`src/rtl/mem_pkg.sv`:
```
// Shared types and helpers for the parametrised data RAM
// and its clear sequencer.
package mem_pkg;

  typedef enum logic {
    SWEEP = 1'b0,
    IDLE  = 1'b1
  } state_e;

  localparam logic [63:0] CLEAR_DEF = 64'h0;

  // Pointer width for n words; never narrower than one bit.
  function automatic int clog2(input int n);
    int r;
    r = 0;
    for (int i = 0; i < 31; i++) begin
      if ((1 << i) < n) r = i + 1;
    end
    return (r == 0) ? 1 : r;
  endfunction

endpackage

```
`src/rtl/mem_ram_array.sv`:
```
// Single write port storage with a synchronous,
// write-first read register.
module mem_ram_array
  import mem_pkg::*;
#(
  parameter int DATA_W = 8,
  parameter int DEPTH  = 32,
  parameter int AW     = clog2(DEPTH)
) (
  input  logic              clk_i,
  input  logic              rst_i,
  input  logic              we_i,
  input  logic [AW-1:0]     waddr_i,
  input  logic [DATA_W-1:0] wdata_i,
  input  logic              re_i,
  input  logic              zero_i,
  input  logic [AW-1:0]     raddr_i,
  output logic [DATA_W-1:0] q_o
);

  logic [DATA_W-1:0] mem_q [DEPTH];
  logic [DATA_W-1:0] q_q;

  always_ff @(posedge clk_i) begin
    if (we_i) mem_q[waddr_i] <= wdata_i;
  end

  always_ff @(posedge clk_i or posedge rst_i) begin
    if (rst_i) begin
      q_q <= '0;
    end else if (re_i) begin
      if (zero_i)
        q_q <= '0;
      else if (we_i && waddr_i == raddr_i)
        q_q <= wdata_i;
      else
        q_q <= mem_q[raddr_i];
    end
  end

  assign q_o = q_q;

endmodule

```
`src/rtl/mem_ram_ctl.sv`:
```
// Data RAM controller: clear sweep FSM, range check,
// user/sweep port muxing and read-valid flag.
module mem_ram_ctl
  import mem_pkg::*;
#(
  parameter int DATA_W = 8,
  parameter int ADDR_W = 5,
  parameter int DEPTH  = 32,
  parameter logic [DATA_W-1:0] CLEAR_VAL =
    CLEAR_DEF[DATA_W-1:0]
) (
  input  logic              CLOCK,
  input  logic              Init,
  input  logic [DATA_W-1:0] D,
  input  logic [ADDR_W-1:0] Address,
  input  logic              WE,
  input  logic              RE,
  input  logic              Clear,
  output logic [DATA_W-1:0] Q,
  output logic              Valid,
  output logic              Busy
);

  localparam int PW = clog2(DEPTH);
  localparam logic [PW-1:0] LAST = PW'(DEPTH - 1);
  localparam logic [ADDR_W:0] LIM = (ADDR_W + 1)'(DEPTH);

  state_e            state_q, state_d;
  logic [PW-1:0]     ptr_q, ptr_d;
  logic              valid_q, valid_d;
  logic              in_rng;
  logic              mem_we, mem_re;
  logic [PW-1:0]     waddr;
  logic [DATA_W-1:0] wdata;

  assign in_rng = {1'b0, Address} < LIM;

  always_comb begin
    state_d = state_q;
    ptr_d   = ptr_q;
    valid_d = 1'b0;
    mem_we  = 1'b0;
    mem_re  = 1'b0;
    waddr   = Address[PW-1:0];
    wdata   = D;
    unique case (state_q)
      SWEEP: begin
        mem_we = 1'b1;
        waddr  = ptr_q;
        wdata  = CLEAR_VAL;
        if (Clear) begin
          ptr_d = '0;
        end else if (ptr_q == LAST) begin
          state_d = IDLE;
          ptr_d   = '0;
        end else begin
          ptr_d = ptr_q + PW'(1);
        end
      end
      IDLE: begin
        // Clear wins over any access in the same cycle.
        if (Clear) begin
          state_d = SWEEP;
          ptr_d   = '0;
        end else begin
          mem_we  = WE && in_rng;
          mem_re  = RE;
          valid_d = RE;
        end
      end
      default: ;
    endcase
  end

  always_ff @(posedge CLOCK or posedge Init) begin
    if (Init) begin
      state_q <= SWEEP;
      ptr_q   <= '0;
      valid_q <= 1'b0;
    end else begin
      state_q <= state_d;
      ptr_q   <= ptr_d;
      valid_q <= valid_d;
    end
  end

  mem_ram_array #(
    .DATA_W (DATA_W),
    .DEPTH  (DEPTH),
    .AW     (PW)
  ) u_array (
    .clk_i   (CLOCK),
    .rst_i   (Init),
    .we_i    (mem_we),
    .waddr_i (waddr),
    .wdata_i (wdata),
    .re_i    (mem_re),
    .zero_i  (!in_rng),
    .raddr_i (Address[PW-1:0]),
    .q_o     (Q)
  );

  assign Valid = valid_q;
  assign Busy  = (state_q == SWEEP);

endmodule

```
`config.mk`:
```
export PLATFORM = sky130hd
export DESIGN_NAME = mem_ram_ctl
export DESIGN_NICKNAME = d
export VERILOG_FILES = /design/src/rtl/mem_pkg.sv /design/src/rtl/mem_ram_array.sv /design/src/rtl/mem_ram_ctl.sv
export SDC_FILE = /design/constraint.sdc
export NUM_CORES = 1
export LEC_CHECK = 0
export CAP_MARGIN = 25
export CORE_MARGIN = 1
export CORE_UTILIZATION = 60
export CTS_CLUSTER_SIZE = 14
export DETAILED_ROUTE_END_ITERATION = 8
export MAX_ROUTING_LAYER = met4
export PLACE_DENSITY = 0.8
export SKIP_LAST_GASP = 1
export SYNTH_ARGS = -nofsm -noshare
export SYNTH_HDL_FRONTEND = slang
export SYNTH_SLANG_ARGS = --single-unit
```
`constraint.sdc`:
```
create_clock -name CLOCK -period 3.5 [get_ports CLOCK]
set_input_delay 0.525 -clock CLOCK [delete_from_list [all_inputs] [get_ports CLOCK]]
set_output_delay 0.525 -clock CLOCK [all_outputs]
set_load 0.005 [all_outputs]
```
# After elaboration in Yosys (flattened, before gate mapping)
# Memory sizes are Yosys's and may differ from the RTL's. A register that Yosys moved wholly into a read port is not among the register bits.
# Cells that the tools add are included.
[word_totals]
register_bits = 7
ram_bits = 256
input_bits = 18
out_inout_bits = 10
word_cells = 24
memories = 1
[mem_list]
columns = ["memory", "depth", "width", "read_ports", "rd_clocked_by_memory_dff", "write_ports", "line", "source"]
rows = [
  ["u_array.mem_q", 32, 8, 1, 1, 1, "mem_ram_array.sv:21", "logic [DATA_W-1:0] mem_q [DEPTH];"],
]
[classes]
n_addsub = 1
eq_ne = 2
muxes = 16
bitwise = 1
[op_table]
columns = ["op", "count"]
rows = [
  ["5-bit two-way mux", 4],
  ["5-bit one-hot mux with 2 select lines", 1],
  ["1-bit two-way mux", 8],
  ["8-bit two-way mux", 1],
  ["5-bit by 1-bit adder with 5-bit output, second input constant", 1],
  ["5-bit == test, second input constant", 1],
  ["1-bit one-hot mux with 2 select lines", 2],
  ["2-bit inequality test, second input constant", 1],
  ["1-bit NOT", 1],
]

# Depth between registers and ports, before layout
# Gate-level depths: netlist (run 1).
[logic_depth]
ltp_word = 4
depth_mapped = 10
mapped_depth_nobuf = 6

# Modules after synthesis
# Synthesis (run 1) repeated with hierarchy kept, for this count alone.
[unflattened]
hier_cells = 648
hier_area_um2 = 11133.2
[by_module_without_submodules]
columns = ["mod", "n_inst", "cells_per_inst", "area_per_inst_um2", "seq_area_each_um2"]
rows = [
  ["mem_ram_array", 1, 598, 10670.2, 7887.6],
  ["mem_ram_ctl", 1, 50, 462.9, 175.2],
]

# Least setup slack after synthesis (run 1)
# Ideal clock, no wire load.
[synth_timing]
path_kind = "in2reg"
start = "in Address[1]"
end = "mem u_array.mem_q[0][0], enable pin"
setup_ns = 0.370
arrival_time_ns = 2.061
t_required_ns = 3.130
slack_ns = 1.069
stages = 8
path_buffers = 4
path_cell_list = "buf_4 -> buf_4 -> buf_4 -> buf_6 -> nand2_1 -> a21boi_0 -> nand2_1 -> nor2_1"
[synth_between]
elab_chain_cells = 1
[synth_rtl]
columns = ["element", "line", "source"]
rows = [
  ["start: declaration", "mem_ram_ctl.sv:15", "input logic [ADDR_W-1:0] Address,"],
  ["5-bit two-way mux", "mem_ram_ctl.sv:46", "unique case (state_q)"],
  ["end: declaration", "mem_ram_array.sv:21", ""],
]
# Every way passes these cells.

# Worst setup path in the final report (run 1)
[layout_timing]
start = "reg state_q"
end = "mem u_array.mem_q[8][0], enable pin"
[layout_between]
elab_chain_cells = 4
word_cells_on_any_way = 5
classes_between = "4 x mux; 1 x bitwise"
[layout_rtl]
columns = ["element", "line", "source"]
rows = [
  ["start: declaration", "mem_ram_ctl.sv:28", "state_e state_q, state_d;"],
  ["start signal: assignment", "mem_ram_ctl.sv:81", "state_q <= state_d;"],
  ["1-bit NOT", "-", ""],
  ["1-bit one-hot mux with 2 select lines", "mem_ram_ctl.sv:46", ""],
  ["1-bit two-way mux", "mem_ram_array.sv:25", "if (we_i) mem_q[waddr_i] <= wdata_i;"],
  ["1-bit two-way mux (not written as such)", "mem_ram_array.sv:25", ""],
]
# Parallel ways exist; a longest one is shown, timed or not.

==> impl_metrics.yaml, run 1 <==
routing:
  vias: 6277
  finalWirelength_um: 25800
  drc: 0
  vias_per_cell: 6.58
  routedWlPerCell_um: 27.0
  antenna_left: 0
  drtIter0Drc: 957
  dr.pass1.iters: 6
timing:
  timing.final.hold_violations: 0
  period_needed_ns: 2.58
  period_share: 0.736
  tns_ns: 0
  rsz0062_at_grt: "no"
  setup_violations: 0
  fin_skew_ns: 0.00791
  slew_headroom: 0.349
  holdWs_ns: 0.363
  fmax_ghz: 0.388
  worst_pin_slew_ns: 0.973
  slew_viol_final: 0
clocking:
  clk_path_buf_depth: 3
  cts_setup_buffers: 0
  clk_latency_ns: 0.52
  cts_root_buf: "clkbuf_16"
  cts_inserted_buffers: 26
  ctsHtreeMaxLevel: 1
  cts_resized: 0
  clock-sinks: 271
  clkSlewWorstSetupHoldPaths_ns: 0.06
  ctsHoldBuffers: 0
  cts_tree: "built"
die:
  die_x_um: 137
  row_count: 49
  ioPinCount: 28
  initial_core_util: 0.613
  core_mm2: 0.0180
  die-area_mm2: 0.0189
  die_y_um: 137
power_and_ir_drop:
  max-vdd-ir-drop_v: 0.000634
  seq_power_share: 0.536
  p_sw_frac: 0.203
  p_int_uw: 5310
  power_density_mw_per_mm2: 531
  p_switching_uw: 1350
  clkPwrFrac: 0.408
  combPwrFrac: 0.056
  power_leakage_uw: 0.00446
global_routing:
  grt_usage: 0.297
  grt_max_degree: 40
  gr-total-overflow: 0
  grt_pass1_wl_um: 38400
  antenna_found_initial: 0
  grt_pass1_vias: 6194
logic_synthesis:
  syn_area_per_cell_um2: 17.1
  synth.area.top_cells: "edfxtp_1 (70%), mux4_2 (7.2%), mux2i_1 (5.2%)"
  synth_seq_cells: 271
  synth_edf_count: 256
  synth_top_area_share: 0.699
  ys.flop_type: "edfxtp_1"
  syn_nets: 664
  ys_warn_count: 0
  yosysTopAreaCell: "edfxtp_1"
  async_reset_ff_frac: 0.0554
  synth_area_mm2: 0.0110
  ys_seq_area_frac: 0.733
  netlist_instances: 644
  ys_types: 40
place:
  port-buffer-count: 27
  gp_congestion: 0.984
  place_hpwl_um: 16900
critical_path:
  start_kind: "flop"
  critPathRequiredTime_ns: 3.64
  worstSetupPathType: "flop to flop"
  crit_fanout: 31
  arrival_ns: 2.72
  cp-end-kind: "flop"
outcome:
  status: "completed"
cells_and_area:
  areaGrowthSynthToFinish_pct: 14.0
  nFillCells: 1117
  fin_nets: 731
  diodes: 0
  drive_above_1_share: 0.185
min_path:
  hp-class: "input pin to async pin"
job:
  maxCapViolCount: 0
==> power groups by stage <==
stage          combinational [uW]  clock, uW  sequential (uW)
2_1_floorplan                 238          0             3630
3_3_place_gp                  357          0             3640
3_5_place_dp                  366          0             3640
4_1_cts                       368       2740             3570
5_1_grt                       398       2860             3570
6_report                      373       2720             3570
==> stage by stage <==
step,util,worst slack (ns),std cells,cell area [um2],total power (uW)
after floorplan,-,1.07,644,11000,3870
after global routing,0.698,0.762,954,12500,6830
after global placement,0.653,0.500,912,11700,3990
after CTS,0.698,0.993,954,12500,6680
after detailed placement,0.653,0.511,912,11700,4010
final,0.698,0.924,954,12500,6660
==> layout by cell type (no fill, tap or decap), types with 2 or more instances in the layout <==
| master | n |
|---|---|
| a21oi_1 | 22 |
| bufinv_16 | 3 |
| dfrtp_1 | 15 |
| o22ai_1 | 12 |
| or2_2 | 2 |
| edfxtp_1 | 256 |
| o211ai_1 | 2 |
| a22oi_1 | 24 |
| nor3_1 | 9 |
| nand2b_1 | 6 |
| clkbuf_16 | 27 |
| mux2i_1 | 57 |
| buf_4 | 47 |
| mux2_2 | 14 |
| and2_1 | 11 |
| o21ai_0 | 6 |
| clkbuf_1 | 2 |
| clkinv_1 | 6 |
| nor2_1 | 51 |
| nor2b_1 | 3 |
| xnor2_1 | 2 |
| clkinv_2 | 3 |
| mux4_2 | 35 |
| a31oi_1 | 8 |
| nand3_1 | 5 |
| clkdlybuf4s50_1 | 25 |
| nand2_1 | 35 |
| o221ai_1 | 8 |
| ha_1 | 2 |
| inv_1 | 13 |
==> Yosys cell counts (3+ instances only) <==
cell type / number
buf_1: 3
nand3_1: 5
inv_1: 13
a22oi_1: 24
and2_1: 11
nand2_1: 35
buf_4: 5
a21oi_1: 22
nor2b_1: 3
mux2_2: 14
dfrtp_1: 15
mux2i_1: 57
nor2_1: 51
o221ai_1: 8
buf_2: 13
o21ai_0: 6
edfxtp_1: 256
mux4_2: 35
clkbuf_1: 12
a31oi_1: 8
nand2b_1: 6
o22ai_1: 12
nor3_1: 9
==> layout make-up <==
cell class / count / area, um2 / area share
flip-flops and latches: 271 / 8060 / 0.643
multi-input cells: 326 / 2720 / 0.217
clock buffers: 29 / 683 / 0.0545
repair buffers: 73 / 608 / 0.0485
well taps: 229 / 287 / 0.0228
clock inverters: 13 / 135 / 0.0108
inverters: 13 / 48.8 / 0.00389
==> path summary, 6_finish.rpt <==
kind                                startpoint                   to  slack, ns  depth (start not counted)
min in group CLOCK              u_array.q_o[4]       u_array.q_o[4]       0.54                          2
worst min-delay path                      Init             ptr_q[4]       0.36                          2
worst max register to register         state_q  u_array.mem_q[8][0]       0.92                          5
worst max-delay path                   state_q  u_array.mem_q[8][0]       0.92                          5
worst min register to register  u_array.q_o[4]       u_array.q_o[4]       0.54                          2
max in group asynchronous                 Init       u_array.q_o[0]       2.75                          2
==> worst max-delay path: stages (launching register included) <==
cell and delay [ns]:
dfrtp_1 0.38, buf_4 0.24, nand2_1 0.10, a21boi_0 0.37
nand2_1 0.29, nor2_1 0.82
==> sequential cells by signal, summed over array words and instances (netlist names) <==
| name | cells |
|---|---|
| Valid | 1 |
| ptr_q | 5 |
| state_q | 1 |
| u_array.mem_q | 256 |
| u_array.q_o | 8 |
==> logic make-up (layout without fill, tap and decap cells) <==
group | after synthesis | count (layout) | synth area share
adders and majority gates | 2 | 2 | 0.00227
AOI/OAI and AO/OA | 90 | 90 | 0.0547
xor gates and xnor gates | 2 | 2 | 0.00159
buffers and inverters | 47 | 128 | 0.0199
and+or+nand+nor | 126 | 126 | 0.0509
DFF | 271 | 271 | 0.733
muxes | 106 | 106 | 0.138
==> routing by layer <==
| layer | vias up | track usage | wire length [um] |
|---|---|---|---|
| li1 | 2672 | - | - |
| met1 | 3185 | 0.397 | 10300 |
| met2 | 338 | 0.470 | 12600 |
| met3 | 82 | 0.0397 | 1850 |
| met4 | 0 | 0.108 | 1110 |
| met5 | - | - | 0 |
Note: power is estimated with default switching activity, not from simulation.
==> run 2: changes to the inputs <==
Settings changed: CORE_UTILIZATION 60 to 55, PLACE_DENSITY 0.8 to 0.77.
Clock period 3.5 ns to 2.2 ns, I/O delays scaled along.
==> run 2 against run 1 <==
Count of clock-buffer cells in the layout up 7. Register-to-register slack worse by 0.81 ns. Critical path type unchanged. Combinational power up 75%. Sequential power rose by 59%. Highest routed layer unchanged.
==> impl_metrics.yaml, run 2 (synthesis results as in run 1) <==
timing:
  rsz0062_at_grt: "no"
  period_needed_ns: 2.08
  period_share: 0.947
  tns_ns: 0
  setup_violations: 0
  holdWs_ns: 0.192
  slew_viol_final: 0
  worst_pin_slew_ns: 0.899
  fmax_ghz: 0.480
  slew_headroom: 0.400
  timing.final.hold_violations: 0
  fin_skew_ns: 0.0114
global_routing:
  grt_pass1_wl_um: 39300
  gr-total-overflow: 0
  grt_max_degree: 34
  antenna_found_initial: 0
  grt_pass1_vias: 6524
  grt_usage: 0.276
job:
  maxCapViolCount: 0
power_and_ir_drop:
  clkPwrFrac: 0.435
  power_density_mw_per_mm2: 854
  power_leakage_uw: 0.00477
  p_sw_frac: 0.202
  max-vdd-ir-drop_v: 0.000611
  p_int_uw: 8950
  seq_power_share: 0.507
  p_switching_uw: 2270
  combPwrFrac: 0.058
critical_path:
  worstSetupPathType: "flop to flop"
  r2r_start: "state_q"
  r2r_end: "u_array.mem_q[20][3]"
  start_kind: "flop"
  arrival_ns: 2.32
  cp-end-kind: "flop"
  r2r_setup_slack_ns: 0.12
  crit_fanout: 17
  r2r_cells: 6
  critPathRequiredTime_ns: 2.43
die:
  die_x_um: 143
  ioPinCount: 28
  die-area_mm2: 0.0206
  core_mm2: 0.0195
  die_y_um: 143
  row_count: 51
  initial_core_util: 0.564
place:
  port-buffer-count: 27
  gp_congestion: 0.961
  place_hpwl_um: 17400
cells_and_area:
  fin_nets: 778
  top_register: "u_array.mem_q"
  mostFrequentLayoutCell: "edfxtp_1"
  areaGrowthSynthToFinish_pct: 19.3
  final_cell_mix: "edfxtp_1 (256), buf_4 (88), mux2i_1 (57)"
  diodes: 0
  drive_above_1_share: 0.242
  largest_reg_flops: 256
routing:
  drc: 0
  drtIter0Drc: 701
  routedWlPerCell_um: 25.1
  vias_per_cell: 6.11
  antenna_left: 0
  finalWirelength_um: 26200
  dr.pass1.iters: 7
  vias: 6388
clocking:
  ctsHoldBuffers: 0
  clkSlewWorstSetupHoldPaths_ns: 0.06
  cts_root_buf: "clkbuf_16"
  cts_setup_buffers: 0
  clock-sinks: 271
  clk_latency_ns: 0.53
  cts_tree: "built"
  ctsHtreeMaxLevel: 1
  cts_inserted_buffers: 28
  cts_resized: 0
  clk_path_buf_depth: 3
outcome:
  status: "completed"
min_path:
  hp-class: "input pin to async pin"
-- run 2: cell count changes in the layout (fill, tap and decap cells not counted), sizes merged --
cell      before  now
buf           48   93
clkbuf        29   36
bufinv         3    5
clkinvlp       1    3
clkinv         9    8
-- run 2: per-stage QoR --
stage               instance area [um2]  cells  setup slack (ns)  power, uW  utilization
finish                            13100   1045             0.117      11200        0.672
global route                      13100   1045            0.0252      11500        0.672
CTS                               13100   1045             0.103      11300        0.672
detailed placement                12200    993            -0.206       6430        0.623
global placement                  12200    993            -0.135       6410        0.623
floorplan                         11000    644           -0.0363       6150            -
-- run 2: how the worst max path moves through the flow --
| stage | start | end | slack, ns | depth (start not counted) |
|---|---|---|---|---|
| 6_report | state_q | u_array.mem_q[20][3] | 0.12 | 6 |
| 5_1_grt | state_q | u_array.mem_q[20][4] | 0.03 | 6 |
| 4_1_cts | state_q | u_array.mem_q[8][5] | 0.10 | 6 |
| 3_5_place_dp | Address[0] | u_array.q_o[0] | -0.21 | 8 |
| 3_3_place_gp | Address[0] | u_array.q_o[0] | -0.13 | 8 |
| 2_1_floorplan | Address[1] | u_array.mem_q[0][0] | -0.04 | 8 |
-- run 2: final cells by class --
class / count / area (um2)
sequential: 271 / 8060
fill: 1301 / 6400
multi-input combinational: 326 / 2720
timing repair buffer: 118 / 996
clock buffer: 36 / 752
tap: 265 / 332
clock inverter: 16 / 214
inverter: 13 / 48.8
-- run 2: per-layer routing --
metal  track usage  vias up  share of wire
met2         0.444      316           0.49
met1         0.357     3235           0.40
met3        0.0497       65          0.079
met4        0.0941        0          0.030
met5             -        -              0
li1              -     2772              -
-- run 2: critical path, cell delays in order (launching register included) --
cell and delay [ns]:
dfrtp_1 0.39, buf_4 0.20, nand2_1 0.08, a21boi_0 0.23
nand2_1 0.36, nor2_1 0.30, buf_4 0.22
-- run 2: power groups by stage --
stage	sequential, uW	clock, uW	combinational (uW)
CTS	5690	4920	644
finish	5690	4880	651
detailed placement	5800	0	636
global placement	5790	0	621
floorplan	5770	0	378
global route	5690	5140	690
==> run 3: changes to the inputs <==
Settings changed: MAX_ROUTING_LAYER met4 to default, SETUP_SLACK_MARGIN from default to 0.02, SLEW_MARGIN from default to 15.
==> run 3 against run 2 <==
Sequential cell count unchanged. Largest cell class unchanged. Via count up 1.2%. Hold slack worse by 0.018 ns. Highest routed layer unchanged. Critical path type unchanged.
==> impl_metrics.yaml, run 3 (synthesis results as in run 1) <==
routing:
  drc: 0
  dr.pass1.iters: 5
  vias: 6464
  finalWirelength_um: 25600
  routedWlPerCell_um: 24.5
  antenna_left: 0
  drtIter0Drc: 849
  vias_per_cell: 6.19
cells_and_area:
  areaGrowthSynthToFinish_pct: 18.9
  top_register: "u_array.mem_q"
  final_cell_mix: "edfxtp_1 (256), buf_4 (87), mux2i_1 (57)"
  largest_reg_flops: 256
  fin_nets: 778
  ff_latch_area_mm2: 0.00806
  fin_util: 0.670
  nFillCells: 1266
  drive_above_1_share: 0.241
  multi_input_area_mm2: 0.00272
  mostFrequentLayoutCell: "edfxtp_1"
  postLayoutCellArea_mm2: 0.0131
  diodes: 0
  fin_cells: 1044
die:
  row_count: 51
  initial_core_util: 0.564
  die_y_um: 143
  die-area_mm2: 0.0206
  ioPinCount: 28
  core_mm2: 0.0195
  die_x_um: 143
critical_path:
  crit_path_end: "u_array.q_o[4]"
  setup.worst_path.start: "u_array.mem_q[19][4]"
  critPathRequiredTime_ns: 2.60
  r2r_start: "u_array.mem_q[19][4]"
  cp-end-kind: "flop"
  start_kind: "flop"
  r2r_end: "u_array.q_o[4]"
  crit_fanout: 1
  r2r_cells: 6
  worstSetupPathType: "flop to flop"
  arrival_ns: 2.46
  r2r_setup_slack_ns: 0.15
place:
  port-buffer-count: 27
  dp_cells: 993
  place_hpwl_um: 17100
  placed_area_mm2: 0.0122
  gp_congestion: 0.975
global_routing:
  grt_pass1_wl_um: 38100
  gr-total-overflow: 0
  grt_max_degree: 45
  grt_pass1_vias: 6403
  antenna_found_initial: 0
  grt_usage: 0.260
power_and_ir_drop:
  p_sw_frac: 0.208
  power_density_mw_per_mm2: 834
  combPwrFrac: 0.060
  seq_power_share: 0.522
  max-vdd-ir-drop_v: 0.000522
  p_int_uw: 8640
  clkPwrFrac: 0.419
  total_power_uw: 10900
  power_leakage_uw: 0.00475
  p_switching_uw: 2270
clocking:
  clk_latency_ns: 0.54
  clkSlewWorstSetupHoldPaths_ns: 0.06
  cts_tree: "built"
  clk_path_buf_depth: 3
  clock-sinks: 271
  cts_inserted_buffers: 28
  ctsHtreeMaxLevel: 1
  cts_root_buf: "clkbuf_16"
  ctsHoldBuffers: 0
job:
  maxCapViolCount: 0
timing:
  period_needed_ns: 2.05
  slew_viol_final: 0
  worst_pin_slew_ns: 0.803
  timing.final.hold_violations: 0
  fmax_ghz: 0.487
  period_share: 0.933
  fin_skew_ns: 0.0196
  rsz0062_at_grt: "no"
  tns_ns: 0
  slew_headroom: 0.463
  setup_violations: 0
min_path:
  hp-class: "input pin to async pin"
outcome:
  status: "completed"
[run 3: area by class of cell]
type	count	area share
clock buffer	33	0.0550
tap	265	0.0254
timing repair buffer	118	0.0771
clock inverter	18	0.0141
sequential	271	0.616
multi-input combinational	326	0.208
inverter	13	0.00373
[run 3: metal layers]
metal / part of all wire / track usage / vias to the layer above
li1: - / - / 2766
met1: 0.40 / 0.353 / 3250
met2: 0.48 / 0.425 / 391
met3: 0.091 / 0.0467 / 57
met4: 0.029 / 0.0890 / 0
met5: 0 / 0 / -
[run 3: stage by stage]
| stage | worst slack, ns | hold WS (ns) |
|---|---|---|
| detailed placement | -0.220 | 0.525 |
| finish | 0.147 | 0.174 |
| global placement | -0.144 | 0.527 |
| floorplan | -0.0363 | 0.231 |
| global route | 0.0445 | 0.233 |
| CTS | 0.131 | 0.171 |
[run 3: power by group through the flow]
stage,Sequential [uW],Clock (uW),Combinational (uW)
floorplan,5770,0,378
global placement,5790,0,622
detailed placement,5790,0,635
CTS,5690,4640,640
global route,5690,4830,686
finish,5690,4560,652
[run 3: worst min-delay path by stage]
| stage | startpoint | end | slack [ns] |
|---|---|---|---|
| finish | Init | Valid | 0.17 |
| global route | Init | Valid | 0.23 |
| CTS | Init | Valid | 0.17 |
| detailed placement | u_array.q_o[4] | u_array.q_o[4] | 0.52 |
| global placement | u_array.q_o[4] | u_array.q_o[4] | 0.53 |
| floorplan | Init | Valid | 0.23 |
[run 3: what timing repair did]
| item | in CTS | in global routing |
|---|---|---|
| setup buffers | 0 | 0 |
| gates resized for setup | 0 | 1 |
| endpoints found under the setup margin | 0 | 5 |
[run 3: critical path, cell delays in order, from the launching register on]
cell,delay (ns)
edfxtp_1,0.37
mux4_2,0.53
mux4_2,0.52
o22ai_1,0.18
a31oi_1,0.09
mux2i_1,0.16
a21oi_1,0.09
